### src/rtl/axil_pkg.sv
// Shared AXI4-Lite definitions for the control-register bus.
// Used by the command master and the register-file slaves.
package axil_pkg;

  typedef enum logic [2:0] {
    S_IDLE,
    S_WADDR,
    S_WRESP,
    S_RADDR,
    S_RDATA,
    S_RSP
  } state_e;

  localparam logic [1:0] RESP_OKAY   = 2'd0;
  localparam logic [1:0] RESP_SLVERR = 2'd2;
  localparam logic [1:0] RESP_DECERR = 2'd3;

  localparam logic [2:0] AXI_PROT  = 3'b000;
  localparam logic [3:0] AXI_WSTRB = 4'hF;

endpackage

### src/rtl/axil_cmd_master.sv
// AXI4-Lite master: one command in, one single-beat transaction out,
// with a per-transaction timeout against hung slaves.
module axil_cmd_master
  import axil_pkg::*;
#(
  parameter int unsigned TIMEOUT_CYCLES = 1024
) (
  input  logic        clk,
  input  logic        resetn,
  input  logic        cmd_valid,
  output logic        cmd_ready,
  input  logic        cmd_write,
  input  logic [31:0] cmd_addr,
  input  logic [31:0] cmd_wdata,
  output logic        rsp_valid,
  input  logic        rsp_ready,
  output logic [31:0] rsp_rdata,
  output logic [1:0]  rsp_resp,
  output logic        rsp_timeout,
  output logic        idle,
  output logic [31:0] M_AXI_AWADDR,
  output logic        M_AXI_AWVALID,
  output logic [2:0]  M_AXI_AWPROT,
  input  logic        M_AXI_AWREADY,
  output logic [31:0] M_AXI_WDATA,
  output logic [3:0]  M_AXI_WSTRB,
  output logic        M_AXI_WVALID,
  input  logic        M_AXI_WREADY,
  input  logic [1:0]  M_AXI_BRESP,
  input  logic        M_AXI_BVALID,
  output logic        M_AXI_BREADY,
  output logic [31:0] M_AXI_ARADDR,
  output logic        M_AXI_ARVALID,
  output logic [2:0]  M_AXI_ARPROT,
  input  logic        M_AXI_ARREADY,
  input  logic [31:0] M_AXI_RDATA,
  input  logic [1:0]  M_AXI_RRESP,
  input  logic        M_AXI_RVALID,
  output logic        M_AXI_RREADY
);

  localparam bit TO_EN = (TIMEOUT_CYCLES != 0);
  localparam int unsigned CW =
    TO_EN ? $clog2(TIMEOUT_CYCLES + 1) : 1;
  localparam logic [CW-1:0] LAST =
    TO_EN ? CW'(TIMEOUT_CYCLES - 1) : '0;

  state_e        state_q, state_d;
  logic [31:0]   addr_q, addr_d;
  logic [31:0]   wdata_q, wdata_d;
  logic          awvalid_q, awvalid_d;
  logic          wvalid_q, wvalid_d;
  logic          bready_q, bready_d;
  logic          arvalid_q, arvalid_d;
  logic          rready_q, rready_d;
  logic          rvld_q, rvld_d;
  logic [31:0]   rdata_q, rdata_d;
  logic [1:0]    resp_q, resp_d;
  logic          tout_q, tout_d;
  logic [CW-1:0] cnt_q, cnt_d;

  logic busy;
  logic done;
  logic expire;

  always_ff @(posedge clk) begin
    if (!resetn) begin
      state_q   <= S_IDLE;
      addr_q    <= '0;
      wdata_q   <= '0;
      awvalid_q <= 1'b0;
      wvalid_q  <= 1'b0;
      bready_q  <= 1'b0;
      arvalid_q <= 1'b0;
      rready_q  <= 1'b0;
      rvld_q    <= 1'b0;
      rdata_q   <= '0;
      resp_q    <= '0;
      tout_q    <= 1'b0;
      cnt_q     <= '0;
    end else begin
      state_q   <= state_d;
      addr_q    <= addr_d;
      wdata_q   <= wdata_d;
      awvalid_q <= awvalid_d;
      wvalid_q  <= wvalid_d;
      bready_q  <= bready_d;
      arvalid_q <= arvalid_d;
      rready_q  <= rready_d;
      rvld_q    <= rvld_d;
      rdata_q   <= rdata_d;
      resp_q    <= resp_d;
      tout_q    <= tout_d;
      cnt_q     <= cnt_d;
    end
  end

  always_comb begin
    state_d   = state_q;
    addr_d    = addr_q;
    wdata_d   = wdata_q;
    awvalid_d = awvalid_q;
    wvalid_d  = wvalid_q;
    bready_d  = bready_q;
    arvalid_d = arvalid_q;
    rready_d  = rready_q;
    rvld_d    = rvld_q;
    rdata_d   = rdata_q;
    resp_d    = resp_q;
    tout_d    = tout_q;
    cnt_d     = cnt_q;

    busy = (state_q == S_WADDR) ||
           (state_q == S_WRESP) ||
           (state_q == S_RADDR) ||
           (state_q == S_RDATA);
    done = ((state_q == S_WRESP) && M_AXI_BVALID) ||
           ((state_q == S_RDATA) && M_AXI_RVALID);
    // A completing beat on the final allowed cycle beats the timeout.
    expire = TO_EN && busy && (cnt_q == LAST) && !done;

    if (state_q == S_IDLE) begin
      cnt_d = '0;
    end else if (busy && TO_EN) begin
      cnt_d = cnt_q + CW'(1);
    end

    unique case (state_q)
      S_IDLE: begin
        if (cmd_valid) begin
          addr_d  = cmd_addr;
          wdata_d = cmd_wdata;
          if (cmd_write) begin
            awvalid_d = 1'b1;
            wvalid_d  = 1'b1;
            state_d   = S_WADDR;
          end else begin
            arvalid_d = 1'b1;
            state_d   = S_RADDR;
          end
        end
      end
      S_WADDR: begin
        awvalid_d = awvalid_q && !M_AXI_AWREADY;
        wvalid_d  = wvalid_q && !M_AXI_WREADY;
        if (!awvalid_d && !wvalid_d) begin
          bready_d = 1'b1;
          state_d  = S_WRESP;
        end
      end
      S_WRESP: begin
        if (M_AXI_BVALID) begin
          bready_d = 1'b0;
          rvld_d   = 1'b1;
          resp_d   = M_AXI_BRESP;
          rdata_d  = '0;
          tout_d   = 1'b0;
          state_d  = S_RSP;
        end
      end
      S_RADDR: begin
        if (M_AXI_ARREADY) begin
          arvalid_d = 1'b0;
          rready_d  = 1'b1;
          state_d   = S_RDATA;
        end
      end
      S_RDATA: begin
        if (M_AXI_RVALID) begin
          rready_d = 1'b0;
          rvld_d   = 1'b1;
          resp_d   = M_AXI_RRESP;
          rdata_d  = M_AXI_RDATA;
          tout_d   = 1'b0;
          state_d  = S_RSP;
        end
      end
      S_RSP: begin
        if (rsp_ready) begin
          rvld_d  = 1'b0;
          state_d = S_IDLE;
        end
      end
      default: state_d = S_IDLE;
    endcase

    if (expire) begin
      awvalid_d = 1'b0;
      wvalid_d  = 1'b0;
      bready_d  = 1'b0;
      arvalid_d = 1'b0;
      rready_d  = 1'b0;
      rvld_d    = 1'b1;
      resp_d    = RESP_SLVERR;
      rdata_d   = '0;
      tout_d    = 1'b1;
      state_d   = S_RSP;
    end
  end

  assign cmd_ready     = (state_q == S_IDLE);
  assign idle          = (state_q == S_IDLE) && !cmd_valid;
  assign rsp_valid     = rvld_q;
  assign rsp_rdata     = rdata_q;
  assign rsp_resp      = resp_q;
  assign rsp_timeout   = tout_q;
  assign M_AXI_AWADDR  = addr_q;
  assign M_AXI_AWVALID = awvalid_q;
  assign M_AXI_AWPROT  = AXI_PROT;
  assign M_AXI_WDATA   = wdata_q;
  assign M_AXI_WSTRB   = AXI_WSTRB;
  assign M_AXI_WVALID  = wvalid_q;
  assign M_AXI_BREADY  = bready_q;
  assign M_AXI_ARADDR  = addr_q;
  assign M_AXI_ARVALID = arvalid_q;
  assign M_AXI_ARPROT  = AXI_PROT;
  assign M_AXI_RREADY  = rready_q;

endmodule

### config.mk
export PLATFORM = sky130hd
export DESIGN_NAME = axil_cmd_master
export DESIGN_NICKNAME = d
export VERILOG_FILES = /design/src/rtl/axil_pkg.sv /design/src/rtl/axil_cmd_master.sv
export SDC_FILE = /design/constraint.sdc
export NUM_CORES = 1
export LEC_CHECK = 0
export BUFFER_PORTS_ARGS = -buffer_cell sky130_fd_sc_hd__buf_2
export CAP_MARGIN = 15
export CORE_UTILIZATION = 30
export CTS_BUF_LIST = sky130_fd_sc_hd__clkbuf_4
export DETAILED_ROUTE_END_ITERATION = 8
export PLACE_DENSITY = 0.66
export RECOVER_POWER = 100
export SETUP_SLACK_MARGIN = 0.02
export SLEW_MARGIN = 10
export SYNTH_ARGS = -nofsm -noshare
export SYNTH_HDL_FRONTEND = slang
export SYNTH_SLANG_ARGS = --single-unit
### constraint.sdc
create_clock -name clk -period 2 [get_ports clk]
set_input_delay 0.1 -clock clk [delete_from_list [all_inputs] [get_ports clk]]
set_output_delay 0.1 -clock clk [all_outputs]
set_load 0.01 [all_outputs]
After elaboration in Yosys (flattened, before gate mapping)
Index checks and enable logic that the tools add are counted.
{ "totals": {"ff_bits": 119, "input_bits": 110, "out_inout_bits": 149, "elab_cells": 112} }
{ "classes": {"addsub": 1, "n_bitwise": 1, "reduce_logical": 38, "eq_ne": 20, "n_mux": 37} }
{ "op_table": {"columns": ["op", "n"], "rows": [
  ["32-bit two-way mux", 2],
  ["32-bit one-hot mux with 2 select lines", 1],
  ["3-bit two-way mux", 7],
  ["3-bit one-hot mux with 6 select lines", 1],
  ["3-bit AND reduction", 5],
  ["1-bit two-way mux", 14],
  ["2-bit inequality test (second input constant)", 6],
  ["3-bit inequality test (second input constant)", 4],
  ["1-bit one-hot mux with 2 select lines", 6],
  ["6-bit AND reduction", 2],
  ["11-bit by 1-bit adder with 11-bit output (second input constant)", 1],
  ["11-bit by 10-bit equality test with 1-bit output (second input constant)", 1],
  ["2-bit nonzero test", 5],
  ["1-bit logical AND", 8],
  ["2-bit two-way mux", 4],
  ["4-bit AND reduction", 2],
  ["3-bit by 2-bit equality test with 1-bit output (second input constant)", 2],
  ["3-bit equality test (second input constant)", 2],
  ["1-bit zero test", 6],
  ["3-bit by 2-bit inequality test with 1-bit output (second input constant)", 2],
  ["1-bit logical OR", 4],
  ["2-bit by 1-bit inequality test with 1-bit output (second input constant)", 2],
  ["2-bit one-hot mux with 2 select lines", 1],
  ["4-bit nonzero test", 1],
  ["other kinds (7)", 8]
]} }

Longest topological paths before layout
Gate-level depths: netlist of the first run.
{ "depth": {"ltp_word": 8, "depth_mapped": 9, "mapped_depth_nobuf": 6} }

Worst setup path before layout of the first run
No wires, ideal clock.
{ "synth_timing": {"path_kind": "flip-flop to flip-flop", "start": "reg state_q[0]", "end": "reg awvalid_q (netlist: M_AXI_AWVALID)", "path_slack_ns": 0.446, "setup_time_ns": 0.117, "required_ns": 1.883, "arrival_time_ns": 1.437, "n_path_buf": 3, "stages_incl_launch_ff": 9, "synth_period_minus_slack_ns": 1.554, "path_cell_list": "dfxtp_1 -> buf_4 -> o21a_4 -> nor3_4 -> nand4_4 -> nand2_2 -> buf_6 -> buf_12 -> a21oi_2"} }
{ "synth_via": {"elab_chain_len": 7, "word_cells_on_any_way": 20, "cone_classes": "eq/ne: 6; mux: 1; reduce/logical: 13"} }
{ "synth_lines": {"columns": ["item", "line_no", "text"], "rows": [
  ["start, declared", "axil_cmd_master.sv:48", "state_e state_q, state_d;"],
  ["start signal, assigned", "axil_cmd_master.sv:82", "state_q <= state_d;"],
  ["3-bit by 1-bit equality test with 1-bit output or 3-bit by 2-bit equality test with 1-bit output (tied branches)", null, null],
  ["1-bit logical OR", "axil_cmd_master.sv:113", "busy = (state_q == S_WADDR) ||"],
  ["1-bit logical OR", "axil_cmd_master.sv:114", "(state_q == S_WRESP) ||"],
  ["1-bit logical OR", "axil_cmd_master.sv:115", "(state_q == S_RADDR) ||"],
  ["1-bit logical AND (2 in series)", "axil_cmd_master.sv:120", "expire = TO_EN && busy && (cnt_q == LAST) && !done;"],
  ["2-bit OR reduction (no source line)", null, null],
  ["end signal, assigned", "axil_cmd_master.sv:85", "awvalid_q <= awvalid_d;"],
  ["end, declared", "axil_cmd_master.sv:51", "logic awvalid_q, awvalid_d;"]
]} }
Several ways; a longest one is shown, not always the timed one.
A chain may end at the register's enable or synchronous reset.

Worst setup path after layout of the first run
{ "layout_timing": {"start": "reg state_q[0]", "end": "out idle"} }
{ "layout_via": {"elab_chain_len": 2} }
{ "layout_lines": {"columns": ["item", "line_no", "text"], "rows": [
  ["3-bit zero test", "axil_cmd_master.sv:202", "assign idle = (state_q == S_IDLE) && !cmd_valid;"],
  ["1-bit logical AND", "axil_cmd_master.sv:202", null],
  ["end, declared", "axil_cmd_master.sv:20", "output logic idle,"]
]} }
Every way passes these cells.

==> results.md, run 1 <==
- Vias: 5166
- Pwr dens: 861 nW/um^2
- Crit path launch type: flop
- Post-synthesis sequential area ratio: 0.461
- Vias per cell: 4.44
- Remaining global-route overflow: 0
- Antenna violations before repair: 1
- Avg Inst Size Synth: 8.40 um^2
- DRC viols: 0
- Area contributors post-synth: dfxtp_1, nand2_1, buf_4
- Worst skew pair latency: 510 ps
- Fill count: 1730
- Clk_skew: 10.6 ps
- RSZ-0062 raised after global routing: no
- Clk slew on worst S/H paths: 100 ps
- Data required, critical path: 1900 ps
- Starting Density: 0.309
- Routed WL: 15.1 mm
- Die Width: 133 um
- Clock Sinks: 119
- Synth-to-Final Area Change: 43.4%
- Setup WS pre-CTS: 258 ps
- Routability cong.: 0.838
- Number of setup buffers added after CTS: 0
- CP endpoint kind: primary output
- Max-cap violations: 0
- Antenna viol nets, final: 0
- Vias in the first global route: 4921
- Worst path slowest cell: dfxtp_2
- Area of the multi-input gates: 2160 um^2
- Total GRT Usage: 0.168
- Final hold vios: 0
- Peak VDD IR: 0.522 mV
- Relative slew margins: 0.650
- FP Rows: 47
- Clock buffer depth: 2
- Worst min-delay path category: input pin to flop
- Post-synth top area cell: dfxtp_1
- Crit-path cells: buf_4, or2_4, nor3_1, clkbuf_1
- Endpoints failing setup: 0
- Port Buffers: 248
- EDFF count, synth: 0
- Total Neg Setup Slack: 0 ps
- Outcome: finished, final reports clean
- Die height: 133 um
- CTS root buf: clkbuf_4
- Final core occ: 0.444
- Pins Over Slew Limit: 0
- Core ar.: 16700 um^2
- Critical path class: flop to primary output
- Mapped Area: 5170 um^2
- Global-route wire length before repair: 23.9 mm
- Routed WL per cell: 13.0 um
- Final Total Pwr: 6.38 mW
- Maximum clock frequency: 553 MHz
- Post-route setup slack: 192 ps
- Mapped Cells: 615
- Post-synth cell types: 44
- Full die area: 17800 um^2
- Highest fanout seen on the critical path: 11
- Synthesized flop and latch total: 119
- Iteration-0 DRC Markers: 238
- Share of cells above drive strength 1: 0.175
- Slew at the pin with the worst max-slew slack: 521 ps
- DP Wirelength: 9.62 mm
- Crit-path max cell delay: 410 ps
- Primary FF master, synth: dfxtp_1
- Synth warn: 0
- Final period utilization: 0.904
- Reg area: 2380 um^2
- NumNets Final: 1041
- Number of top-level pins: 259
- Inserted Clock Buffers: 17
- Asr flop ratio synth: 0
- Most frequent cells after synthesis: nand2_1, dfxtp_1, buf_4
- Drt first pass iters: 4
- CTS tree: yes
- Data arrival time of the worst path: 1710 ps
- Leakage: 2.86 nW
- H-Tree Level Count: 4
- Count leader, synth: nand2_1
- Synth top area share: 0.461
- Final Critical Period: 1810 ps
- Minimum hold slack: 79.3 ps
- Pin count of the biggest net entering global routing: 65
==> cells in the final DEF (no fill, tap or decap), types with 6 or more instances in the layout <==
cell type      netlist  final
dfxtp_1            119    117
a21oi_1             34     42
nand2_1            182    182
clkbuf_1            22    143
a21boi_0            43     65
nor2_1              15     15
clkbuf_4             0     22
buf_4               46      6
buf_2                8    109
nand3_1             37     37
conb_1               2     10
xor2_1               7      7
o21ai_0              6      6
dlygate4sd3_1        0    107
==> worst max-delay path: cells and delay by family, from the launching register on <==
kind,cells,cell delay [ps]
simple gates,2,420
flops,1,410
buf+inv,2,370
==> metal layers <==
layer	track usage	vias to the layer above	routed length, um
met5	0	-	0
met4	0.0840	0	500
met3	0.0479	41	854
met2	0.288	188	7510
met1	0.190	2330	6240
li1	-	2607	-
==> flip-flops by register name, indices dropped and copies added, names as in the netlist <==
signal and cells:
cnt_q 11, M_AXI_RREADY 1, M_AXI_WDATA 32, M_AXI_WVALID 1, M_AXI_AWVALID 1, rsp_rdata 32
state_q 3, M_AXI_ARADDR 32, rsp_valid 1, rsp_resp 2, M_AXI_ARVALID 1, rsp_timeout 1
M_AXI_BREADY 1
==> power by group <==
group | leakage (nW) | total, mW | internal [mW] | switching, mW
Sequential | 0.970 | 2.86 | 2.64 | 0.224
Combinational | 1.75 | 1.98 | 0.797 | 1.19
Clock | 0.136 | 1.53 | 0.651 | 0.881
==> cells by family (layout without fill, tap and decap cells) <==
kind of cell / Yosys count / count (layout) / synth area share
AOI/OAI and AO/OA: 132 / 132 / 0.175
xor gates and xnor gates: 9 / 9 / 0.0153
adders and majority gates: 1 / 1 / 0.00242
buffers and inverters: 90 / 409 / 0.115
DFF: 119 / 119 / 0.461
muxes: 2 / 2 / 0.00387
other: 2 / 12 / 0.00145
and+or+nand+nor: 260 / 260 / 0.225
==> final cells by class <==
| cell class | count | area share |
|---|---|---|
| multi-input combinational | 414 | 0.292 |
| timing repair buffer | 373 | 0.313 |
| tap | 220 | 0.0371 |
| inverter | 5 | 0.00253 |
| clock buffer | 21 | 0.0213 |
| clock inverter | 10 | 0.0111 |
| sequential | 119 | 0.322 |
| antenna | 2 | 0.000675 |
==> metrics by stage <==
step                instances  cell area, um^2
CTS                      1162             7670
global placement         1024             6360
global route             1164             7410
detailed placement       1024             6360
floorplan                 623             5200
finish                   1164             7410
==> repair_timing <==
item | 4_1_cts | 5_1_grt
gates resized for setup | 2 | 1
hold buffers | 107 | 0
endpoints found under the hold margin | 105 | 0
endpoints found under the setup margin | 1 | 1
==> path summary, 6_finish.rpt <==
check / depth (start not counted) / slack [ps] / from / to
max: 4 / 190 / state_q[0] / idle
min: 5 / 80 / M_AXI_BVALID / M_AXI_BREADY
max reg2reg: 5 / 220 / state_q[2] / M_AXI_ARADDR[13]
min reg2reg: 2 / 460 / rsp_rdata[12] / rsp_rdata[12]
Note: power is estimated with default switching activity, not from simulation.
==> run 2: changes to the inputs <==
--- a/config.mk
+++ b/config.mk
@@ -5,13 +5,14 @@
 export SDC_FILE = /design/constraint.sdc
 export NUM_CORES = 1
 export LEC_CHECK = 0
+export ABC_AREA = 1
 export BUFFER_PORTS_ARGS = -buffer_cell sky130_fd_sc_hd__buf_2
 export CAP_MARGIN = 15
 export CORE_UTILIZATION = 30
 export CTS_BUF_LIST = sky130_fd_sc_hd__clkbuf_4
 export DETAILED_ROUTE_END_ITERATION = 8
 export PLACE_DENSITY = 0.66
-export RECOVER_POWER = 100
+export RECOVER_POWER = 25
 export SETUP_SLACK_MARGIN = 0.02
 export SLEW_MARGIN = 10
 export SYNTH_ARGS = -nofsm -noshare
==> run 2 against run 1 <==
Effect of this change: first-iteration DRC count rose by 35%; critical path type is now flop to flop; power is 35% higher; die area is 0.22% lower; combinational power rose by 87%; sequential share of layout area fell by 1.2 points; final area is 3.8% higher; hold slack gained 13 ps; global-route usage up 2.5 points; critical endpoint is now M_AXI_ARADDR[3]; critical path depth is 3 higher.
==> results.md, run 2 <==
- Worst skew pair latency: 530 ps
- Most frequent cells in the layout: buf_2, nand2_1, dfxtp_1, a21oi_1, dlygate4sd3_1
- Max-cap violations: 0
- Maximum clock frequency: 529 MHz
- CTS root buf: clkbuf_4
- Crit path launch type: flop
- Pin count of the biggest net entering global routing: 60
- Full die area: 17700 um^2
- Area contributors post-synth: dfxtp_1, nand2_1, a21oi_1
- Most frequent cells after synthesis: nand2_1, dfxtp_1, a21oi_1
- Antenna viol nets, final: 0
- Clock share of power: 0.211
- NetSw: 3.58 mW
- Mapped Area: 5160 um^2
- Avg Inst Size Synth: 7.71 um^2
- Antenna violations before repair: 2
- Synth warn: 0
- Gate power share: 0.430
- Vias: 5743
- Total GRT Usage: 0.193
- EDFF count, synth: 0
- Crit-path cells: inv_2, nand2_1, nor2_4, buf_4, nand3_1, dlygate4sd3_1, a21oi_1
- Vias per cell: 4.72
- Final core occ: 0.461
- Clk_skew: 14.1 ps
- Most common cell after layout, fill and taps aside: buf_2
- Routed WL: 17.3 mm
- H-Tree Level Count: 4
- DRC viols: 0
- Leakage: 3.28 nW
- Placed Cells: 1072
- Post-synth cell types: 33
- Remaining global-route overflow: 0
- Inserted Clock Buffers: 17
- Post-synthesis sequential area ratio: 0.462
- Iteration-0 DRC Markers: 321
- Drt first pass iters: 7
- Data required, critical path: 2460 ps
- Clk slew on worst S/H paths: 100 ps
- Final hold vios: 0
- Non-Filler Instances: 1218
- Die height: 133 um
- Final Critical Period: 1890 ps
- NumNets Final: 1094
- Die Width: 133 um
- Post-synth top area cell: dfxtp_1
- Routed WL per cell: 14.2 um
- Internal: 5.05 mW
- Outcome: finished, final reports clean
- Port Buffers: 248
- Slew at the pin with the worst max-slew slack: 523 ps
- Synth top area share: 0.462
- Count leader, synth: nand2_1
- Global-route wire length before repair: 27.3 mm
- Routability cong.: 0.814
- Relative slew margins: 0.651
- Peak VDD IR: 0.487 mV
- CTS tree: yes
- Mapped Cells: 669
- Endpoints failing setup: 0
- Switching Fraction: 0.415
- Final period utilization: 0.944
- Crit-path max cell delay: 570 ps
- Highest fanout seen on the critical path: 11
- FP Rows: 47
- Share of cells above drive strength 1: 0.269
- Number of top-level pins: 259
- Portion of total power attributed to sequential cells: 0.359
- RSZ-0062 raised after global routing: yes
- Critical path class: flop to flop
- Data arrival time of the worst path: 2350 ps
- Asr flop ratio synth: 0
- Worst min-delay path category: input pin to flop
- Total Neg Setup Slack: 0 ps
- Synth-to-Final Area Change: 49.2%
- Primary FF master, synth: dfxtp_1
- Clock Sinks: 119
- Minimum hold slack: 92.5 ps
- Worst path slowest cell: dlygate4sd3_1
- Pins Over Slew Limit: 0
- Core ar.: 16700 um^2
- Pwr dens: 1120 nW/um^2
- Vias in the first global route: 5591
- Clock buffer depth: 2
- Synthesized flop and latch total: 119
- DP Wirelength: 10.2 mm
- CP endpoint kind: flop
- Starting Density: 0.309
==> run 2: cell types whose count changed in the layout (fill, tap and decap cells not counted), moves of 7 or more <==
cell,previous run,this run
clkbuf_1,143,64
buf_2,109,184
a21boi_0,65,0
a21oi_1,42,107
nand3_1,37,76
nand4_1,2,34
nand2_1,182,151
inv_1,5,22
buf_4,6,16
a21oi_2,3,10
==> run 2: final cells by class <==
cell class,instances,area [um^2]
antenna,2,5.00
clock buffer,18,135
clock inverter,14,159
fill,1680,9010
inverter,28,105
multi-input combinational,441,2160
sequential,119,2380
tap,220,275
timing repair buffer,376,2460
==> run 2: timing repair <==
action | 4_1_cts | 5_1_grt
gates resized for setup | 2 | 0
pin swaps | 1 | 2
endpoints found under the hold margin | 108 | 0
gates cloned | 1 | 0
setup buffers | 1 | 3
setup endpoints to repair | 1 | 35
hold buffers | 107 | 0
==> run 2: path summary, 6_finish.rpt <==
path / slack, ps / start / depth (start not counted) / end
max: 110 / state_q[2] / 7 / M_AXI_ARADDR[3]
min: 90 / M_AXI_BVALID / 5 / M_AXI_BREADY
min reg2reg: 470 / rsp_rdata[16] / 2 / rsp_rdata[16]
max reg2reg: 110 / state_q[2] / 7 / M_AXI_ARADDR[3]
==> run 2: critical path, delay by kind of cell (launching register included) <==
| family | cells | cell delay (ps) |
|---|---|---|
| flops | 1 | 410 |
| buf+inv | 3 | 890 |
| compound gates | 1 | 130 |
| simple gates | 3 | 390 |
==> run 2: per-layer routing <==
layer | wire [um] | GRT usage | up-vias | share of wire
met3 | 869 | 0.0464 | 40 | 0.050
met2 | 8410 | 0.333 | 208 | 0.49
met1 | 7470 | 0.225 | 2664 | 0.43
met4 | 511 | 0.0947 | 0 | 0.030
li1 | - | - | 2831 | -
met5 | 0 | 0 | - | 0
==> run 2: power groups by stage <==
stage	sequential (mW)	combinational [mW]	clock, mW
after detailed placement	3.13	3.29	0
after global routing	3.16	4.06	1.99
after CTS	3.09	3.67	1.90
final	3.10	3.71	1.82
after global placement	3.12	3.27	0
after floorplan	3.19	2.22	0
==> run 2: logic make-up after synthesis <==
logic type,Yosys count,synth area share
other,2,0.00146
buffers and inverters,117,0.126
flip-flops,119,0.462
AO/OA/AOI/OAI,128,0.133
adder cells (fa/ha/maj),1,0.00243
XOR/XNOR,1,0.00170
AND/OR/NAND/NOR,301,0.273
==> run 2: stage by stage <==
step / total power [mW] / setup WS [ps] / instance area, um^2
2_1_floorplan: 5.41 / 451 / 5190
3_3_place_gp: 6.40 / 178 / 6340
3_5_place_dp: 6.42 / 130 / 6340
4_1_cts: 8.66 / 55.6 / 7750
5_1_grt: 9.21 / 6.48 / 7690
6_report: 8.63 / 111 / 7690
